### src/rtl/ldst_pipe.sv
// ldst_pipe: RV32 load/store execution unit.
// Loads travel through a DMEM_LAT-deep shift pipeline that matches the data
// memory read latency, then get lane-selected and extended. Stores are fully
// combinational: address, byte enables and lane-replicated data are produced
// in the issue cycle and no store state is kept.
module ldst_pipe #(
    parameter int ADDR_W   = 32,
    parameter int TAG_W    = 6,
    parameter int DMEM_LAT = 1,
    parameter int FWD_EN   = 1
) (
    input  logic              clk,
    input  logic              rst_n,
    input  logic              i_flush,
    input  logic              i_valid,
    output logic              o_ready,
    input  logic              i_is_st,
    input  logic [2:0]        i_funct3,
    input  logic [31:0]       i_rs1,
    input  logic [31:0]       i_rs2,
    input  logic [31:0]       i_imm,
    input  logic [TAG_W-1:0]  i_rrftag,
    output logic              o_dmem_req,
    output logic [ADDR_W-1:0] o_ld_addr,
    input  logic              i_stbuf_addr_hit,
    input  logic [31:0]       i_stbuf_rd_data,
    input  logic [31:0]       i_dmem_rd_data,
    output logic              o_ld_valid,
    output logic [TAG_W-1:0]  o_ld_rrftag,
    output logic [31:0]       o_ld_res,
    output logic              o_ld_misalign,
    input  logic              i_stbuf_full,
    output logic              o_st_valid,
    output logic [ADDR_W-1:0] o_st_addr,
    output logic [31:0]       o_st_data,
    output logic [3:0]        o_st_be,
    output logic              o_st_misalign,
    output logic [TAG_W-1:0]  o_st_rrftag
);

    localparam int LAST = DMEM_LAT - 1;

    // Access size code: 0 = byte, 1 = half, 2 = word. Unused load encodings fall to word.
    function automatic logic [1:0] acc_size(input logic [2:0] f3);
        case (f3[1:0])
            2'b00:   return 2'd0;
            2'b01:   return 2'd1;
            default: return 2'd2;
        endcase
    endfunction

    function automatic logic is_misaligned(input logic [1:0] sz, input logic [1:0] off);
        return ((sz == 2'd1) && off[0]) || ((sz == 2'd2) && (off != 2'b00));
    endfunction

    // Lane select plus sign/zero extension of a finished load.
    function automatic logic [31:0] ld_extend(input logic [2:0] f3, input logic [1:0] off,
                                              input logic [31:0] w);
        logic [31:0] sh_b;
        logic [31:0] sh_h;
        sh_b = w >> {off, 3'b000};
        sh_h = w >> {off[1], 4'b0000};
        case (f3)
            3'b000:  return {{24{sh_b[7]}}, sh_b[7:0]};
            3'b100:  return {24'h0, sh_b[7:0]};
            3'b001:  return {{16{sh_h[15]}}, sh_h[15:0]};
            3'b101:  return {16'h0, sh_h[15:0]};
            default: return w;
        endcase
    endfunction

    function automatic logic [3:0] st_be(input logic [1:0] sz, input logic [1:0] off);
        case (sz)
            2'd0:    return 4'b0001 << off;
            2'd1:    return 4'b0011 << off;
            default: return 4'b1111;
        endcase
    endfunction

    function automatic logic [31:0] st_lane(input logic [1:0] sz, input logic [31:0] d);
        case (sz)
            2'd0:    return {4{d[7:0]}};
            2'd1:    return {2{d[15:0]}};
            default: return d;
        endcase
    endfunction

    logic [ADDR_W-1:0] ea;
    logic [1:0]        off;
    logic [1:0]        sz;
    logic              mis;
    logic              acc;
    logic              vld_d;
    logic              hit_d;

    logic [DMEM_LAT-1:0] vld_q;
    logic [DMEM_LAT-1:0] mis_q;
    logic [DMEM_LAT-1:0] hit_q;
    logic [TAG_W-1:0]    tag_q [DMEM_LAT];
    logic [2:0]          f3_q  [DMEM_LAT];
    logic [1:0]          off_q [DMEM_LAT];
    logic [31:0]         fwd_q [DMEM_LAT];

    logic        ld_fin;
    logic [31:0] ld_word;

    assign ea  = ADDR_W'(i_rs1 + i_imm);
    assign off = ea[1:0];
    assign sz  = acc_size(i_funct3);
    assign mis = is_misaligned(sz, off);

    assign o_ready = !(i_is_st && i_stbuf_full);
    assign acc     = i_valid && o_ready && !i_flush;

    assign vld_d = acc && !i_is_st;
    assign hit_d = i_stbuf_addr_hit && (FWD_EN != 0) && !mis;

    assign o_dmem_req = vld_d && !mis;
    assign o_ld_addr  = {ea[ADDR_W-1:2], 2'b00};

    assign o_st_addr     = {ea[ADDR_W-1:2], 2'b00};
    assign o_st_valid    = acc && i_is_st && !mis;
    assign o_st_misalign = acc && i_is_st && mis;
    assign o_st_rrftag   = i_rrftag;
    assign o_st_be       = st_be(sz, off);
    assign o_st_data     = st_lane(sz, i_rs2);

    // Load pipeline: stage 0 captures the issue, later stages shift; flush kills all valids.
    always_ff @(posedge clk or negedge rst_n) begin
        if (!rst_n) begin
            vld_q <= '0;
            mis_q <= '0;
            hit_q <= '0;
            for (int i = 0; i < DMEM_LAT; i++) begin
                tag_q[i] <= '0;
                f3_q[i]  <= '0;
                off_q[i] <= '0;
                fwd_q[i] <= '0;
            end
        end else begin
            vld_q[0] <= vld_d;
            mis_q[0] <= mis;
            hit_q[0] <= hit_d;
            tag_q[0] <= i_rrftag;
            f3_q[0]  <= i_funct3;
            off_q[0] <= off;
            fwd_q[0] <= i_stbuf_rd_data;
            for (int i = 1; i < DMEM_LAT; i++) begin
                vld_q[i] <= vld_q[i-1] && !i_flush;
                mis_q[i] <= mis_q[i-1];
                hit_q[i] <= hit_q[i-1];
                tag_q[i] <= tag_q[i-1];
                f3_q[i]  <= f3_q[i-1];
                off_q[i] <= off_q[i-1];
                fwd_q[i] <= fwd_q[i-1];
            end
        end
    end

    // Finishing stage meets the memory word; all load outputs read as zero when idle.
    assign ld_fin        = vld_q[LAST] && !i_flush;
    assign ld_word       = hit_q[LAST] ? fwd_q[LAST] : i_dmem_rd_data;
    assign o_ld_valid    = ld_fin;
    assign o_ld_rrftag   = ld_fin ? tag_q[LAST] : '0;
    assign o_ld_misalign = ld_fin && mis_q[LAST];
    assign o_ld_res      = (ld_fin && !mis_q[LAST]) ? ld_extend(f3_q[LAST], off_q[LAST], ld_word) : '0;

endmodule
### config.mk
export PLATFORM = sky130hd
export DESIGN_NAME = ldst_pipe
export DESIGN_NICKNAME = d
export VERILOG_FILES = /design/src/rtl/ldst_pipe.sv
export SDC_FILE = /design/constraint.sdc
export NUM_CORES = 1
export LEC_CHECK = 0
export ABC_AREA = 1
export BUFFER_PORTS_ARGS = -buffer_cell sky130_fd_sc_hd__buf_2
export CAP_MARGIN = 20
export CORE_MARGIN = 5
export CORE_UTILIZATION = 40
export DETAILED_ROUTE_END_ITERATION = 6
export PLACE_DENSITY = 0.76
export SKIP_CTS_REPAIR_TIMING = 1
export SLEW_MARGIN = 30
export SYNTH_ARGS = -nofsm -noshare
export SYNTH_HDL_FRONTEND = slang
export SYNTH_SLANG_ARGS = --single-unit
### constraint.sdc
create_clock -name clk -period 2.05 [get_ports clk]
set_input_delay 0.205 -clock clk [delete_from_list [all_inputs] [get_ports clk]]
set_output_delay 0.205 -clock clk [all_outputs]
set_load 0.01 [all_outputs]
### Word level (Yosys, flattened, before mapping)

Index checks and enable logic that the tools add are counted.

* reduce and logical (&&, ||, !) cells: 24
* equality and inequality tests: 6
* $add $sub $neg: 1
* shift-type cells: 4
* mux-type cells: 7

Operators by type and width (count)
* $pmux 32 s4: 1
* $mux 32: 2
* $pmux 32 s2: 1
* $add 32x32->32: 1
* $shr 32x5->16: 1
* $shr 32x5->8: 1
* $logic_and 1x1->1: 14
* $pmux 4 s2: 1
* $eq 3x3->1 const B: 2
* $mux 6: 1
* $logic_not 1->1: 5
* $eq 2x1->1 const B: 2
* $logic_not 2->1: 2
* $pmux 2 s2: 1
* $shl 1x2->4 const A: 1
* $shl 2x2->4 const A: 1
* $eq 3x1->1 const B: 1
* $logic_not 3->1: 1
* $eq 2x2->1 const B: 1
* $reduce_bool 2->1: 1
* $logic_or 1x1->1: 1

* input port bits: 176
* flip-flop bits (word level): 46

### Longest topological paths before layout

* word-level depth: 7
* mapped depth: 13
* mapped depth without buffers: 12

### Least setup slack after synthesis

OpenSTA, ideal clock, no wires.

* path kind: input to output
* start: input i_rs1[0]
* end: output o_ld_addr[16]
* stages on the path: 12
* arrival: 1.672 ns
* setup slack: 0.173 ns
* buffers on the path: 1
* cells stage by stage: ha_1 > inv_1 > fa_1 > inv_1 > nand3_1 > nand3_1 > nand2_1 > nand2_1 > nand3_1 > nand2_1 > xor2_1 > buf_4

* longest elaborated chain between the ends: 1

RTL lines
* start: declaration: RTL line 19 `input logic [31:0] i_rs1,`
* $add 32x32->32: RTL line 107 `assign ea = ADDR_W'(i_rs1 + i_imm);`
* end: declaration: RTL line 24 `output logic [ADDR_W-1:0] o_ld_addr,`

No other way between the ends.

### Worst setup path after layout

* start: register hit_q
* end: output o_ld_res[0]

* longest elaborated chain between the ends: 4

RTL lines
* start: declaration: RTL line 98 `logic [DMEM_LAT-1:0] hit_q;`
* start signal: indexed assignment: RTL line 151 `hit_q[i] <= hit_q[i-1];`
* $mux 32 *: RTL line 162 `assign ld_word = hit_q[LAST] ? fwd_q[LAST] : i_dmem_rd_data;`
* $shr 32x5->16 or $shr 32x5->8 (tied branches): RTL line 62, 61
* $pmux 32 s4 *: RTL line 63 `case (f3)`
* $mux 32 *: RTL line 166 `assign o_ld_res = (ld_fin && !mis_q[LAST]) ? ld_extend(f3_q[LAST], off_q[LAST], ld_word) : '0;`
* end: declaration: RTL line 30 `output logic [31:0] o_ld_res,`

Mark *: on every way between the ends. The rest lies on a longest branch, timed or not.

==> flow_summary_export.csv <==
group,metric,value,unit
setup_path,cp_data_arrival_time,1930,ps
cts,ctsLongestPathBuffers,2,
detailed_routing,vias,7287,
timing,hold_viol_final,8,
setup_path,required,1850,ps
setup_path,worst_path_max_delay_cell,"dfrtp_2",
placed_design,port_buffers,321,
layout,num-nets-final,1532,
cts,cts_tree,"yes",
status,violations,"negative hold slack, negative setup slack",
timing,hold_slack,-5.94,ps
synth,syn-cell-area,0.00610,sq mm
setup_path,critPathMaxFanout,8,
layout,area_growth,36.7,%
detailed_routing,wirelength,21.9,mm
floorplan,dieArea,0.0178,sq mm
floorplan,initial_core_util,40.4,%
flow_run,max-cap-violations,0,
timing,worstMarginPinSlew,590,ps
synth,synth_xor_xnor_area_share,2.30,%
detailed_routing,vias_per_cell,4.81,
placed_design,gp_congestion,0.952,
synth,ys_ff_latch,46,
grt,grt_pass1_vias,6492,
timing,fmax,469,MHz
timing,relSlewSlack,60.6,%
cts,cts_sinks,46,
timing,rsz0062_at_grt,"true",
synth,yosysTopAreaCellShare,25.2,%
worst_hold_path,hp-class,"input port to asynchronous set/reset pin",
timing,setup_viol,19,
grt,antenna_found_initial,2,
synth,synth_top_family_by_area,"simple AND/OR/NAND/NOR gates",
timing,post-route-min-period,2130,ps
timing,finalCritPeriodShare,104,%
synth,yosysWarnings,0,
synth,synth_fa_ha_area_share,6.69,%
synth,synthMuxAreaShare,0,%
cts,cts_inserted_buffers,5,
synth,syn_area_per_cell,5.81,sq um
detailed_routing,drt_first_iter_violations,498,
grt,grt_first_pass_wirelength,32.0,mm
synth,synthTopCellsByArea,"nand2_1 25%, dfrtp_1 19%, inv_1 10%, buf_4 9.6%, ha_1 6.4%",
grt,overflow,0,
synth,yosysMostFrequentCell,"nand2_1",
synth,synth_simple_gate_area_share,38.8,%
setup_path,critPathCaptureType,"output pin",
placed_design,hpwl,17.7,mm
synth,yosys.cell_types.count,39,
timing,final.setup.tns,-692,ps
setup_path,path_cells,"clkinv_4 > buf_6 > nand2_1 > and2_1 > nand2_1 > o211ai_1 > o21ai_0 > inv_1 > a21oi_2 > buf_2",
floorplan,die_h,133,um
synth,synthArstFlopShare,100,%
timing,slew_violations,0,
setup_path,cp-start-kind,"flip-flop",
detailed_routing,final_antenna_net_count,0,
grt,grt_max_degree,47,
pwr,irDropWorstVdd,0.330,mV
status,status,"finished, violations left",
floorplan,std_cell_rows,45,
layout,final_util,55.2,%
floorplan,die_x,133,um
synth,synth_compound_area_share,9.71,%
detailed_routing,wl_per_cell,14.5,um
synth,synth_common_cells,"410 x nand2_1, 167 x inv_1, 87 x nor2_1, 78 x buf_4, 46 x dfrtp_1",
synth,synth_top_area_cell,"nand2_1",
setup_path,critPathKind,"flip-flop to output pin",
synth,synthCells,1050,
floorplan,io_pins,326,
grt,grt_use_total,21.8,%
cts,clkTransAtPathRegs,70,ps
cts,cts_max_level,2,
timing,worst_slack,-81.0,ps
detailed_routing,drc,0,
setup_path,max_stage_delay,450,ps
synth,synth_edf_count,0,
synth,seq_area_frac_synth,18.9,%
cts,cts-root-buf,"clkbuf_16",
synth,synth_flop_cell,"dfrtp_1",
detailed_routing,firstDrtPassIters,5,
pwr,p_per_area,492,mW/mm^2
floorplan,core-area,0.0151,sq mm
pwr,p_leak,5.10,nW
setup_path,path_common_cell,"nand2_1",
layout,drive_gt1_share,38.4,%
cells by family (layout without fill, tap and decap cells):
family,count (synthesis),count (layout)
AOI/OAI and AO/OA,103,103
xor gates and xnor gates,16,16
adders and majority gates,32,32
buffers and inverters,270,541
DFF,46,46
other,1,5
and+or+nand+nor,582,583
metal layers:
| metal | vias up | part of all wire, % | track usage (%) |
|---|---|---|---|
| li1 | 3657 | - | - |
| met1 | 3277 | 41 | 28.8 |
| met2 | 317 | 51 | 38.9 |
| met3 | 34 | 6.3 | 2.15 |
| met4 | 2 | 1.8 | 4.51 |
| met5 | - | 0.059 | 0 |
cells in the final DEF, fill, tap and decap left out, types with 5 or more instances in the layout:
master | Yosys | layout
o21bai_1 | 9 | 6
o211ai_1 | 15 | 15
nor3_1 | 5 | 5
ha_1 | 31 | 23
nor2_4 | 0 | 9
buf_4 | 78 | 31
nand2_2 | 0 | 36
a21oi_1 | 32 | 25
buf_6 | 5 | 18
clkbuf_16 | 0 | 6
o21ai_1 | 7 | 16
xor2_1 | 13 | 9
nand4_1 | 5 | 5
nand2_1 | 410 | 365
nand3_2 | 1 | 12
inv_1 | 167 | 165
dfrtp_1 | 46 | 43
ha_4 | 0 | 5
buf_2 | 2 | 311
nor2_2 | 12 | 14
nor2_1 | 87 | 76
o21ai_0 | 33 | 20
nand3_1 | 42 | 29
and2_4 | 6 | 13
nand2_4 | 1 | 9
a21oi_2 | 0 | 7
critical path: cells and delay by family (launching register included):
family | cells | cell delay [ps]
buffers and inverters | 4 | 480
DFF | 1 | 450
AOI/OAI and AO/OA | 3 | 390
and+or+nand+nor | 3 | 320
sequential cells by signal, indices dropped and copies added (netlist names):
register  flops
f3_q          3
fwd_q        32
hit_q         1
mis_q         1
off_q         2
tag_q         6
vld_q         1
through the flow:
stage | area, sq um | hold WS (ps) | setup WS (ps) | power, mW | std cells
floorplan | 6110 | -90.6 | 173 | 2.54 | 1053
global placement | 7410 | 314 | -126 | 2.97 | 1494
detailed placement | 7410 | 314 | -122 | 2.99 | 1494
CTS | 7560 | 5.58 | -189 | 3.83 | 1502
global route | 8330 | 2.47 | -161 | 4.38 | 1514
finish | 8330 | -5.94 | -81.0 | 4.10 | 1514
final timing paths:
kind	startpoint	cells after the start	endpoint	slack [ps]
max	hit_q$_DFF_PN0_	10	o_ld_res[0]	-80
min	rst_n	2	tag_q[2]$_DFF_PN0_	-6
max in group asynchronous	rst_n	2	f3_q[1]$_DFF_PN0_	1620
min in group clk	i_stbuf_rd_data[14]	1	fwd_q[14]$_DFF_PN0_	10
report_power, final:
part | switching, mW | internal (mW)
Clock | 0.374 | 0.458
Sequential | 0.0330 | 0.959
Combinational | 1.35 | 0.928
layout make-up:
type                    count  area (sq um)
fillers                  1476          6760
multi-input cells         738          4060
repair buffers            365          2090
flip-flops and latches     46          1150
inverters                 168           636
well taps                 188           235
clock buffers               5           125
clock inverters             3          25.0
diodes                      1          2.50
Power figures use the tool's default switching activity.
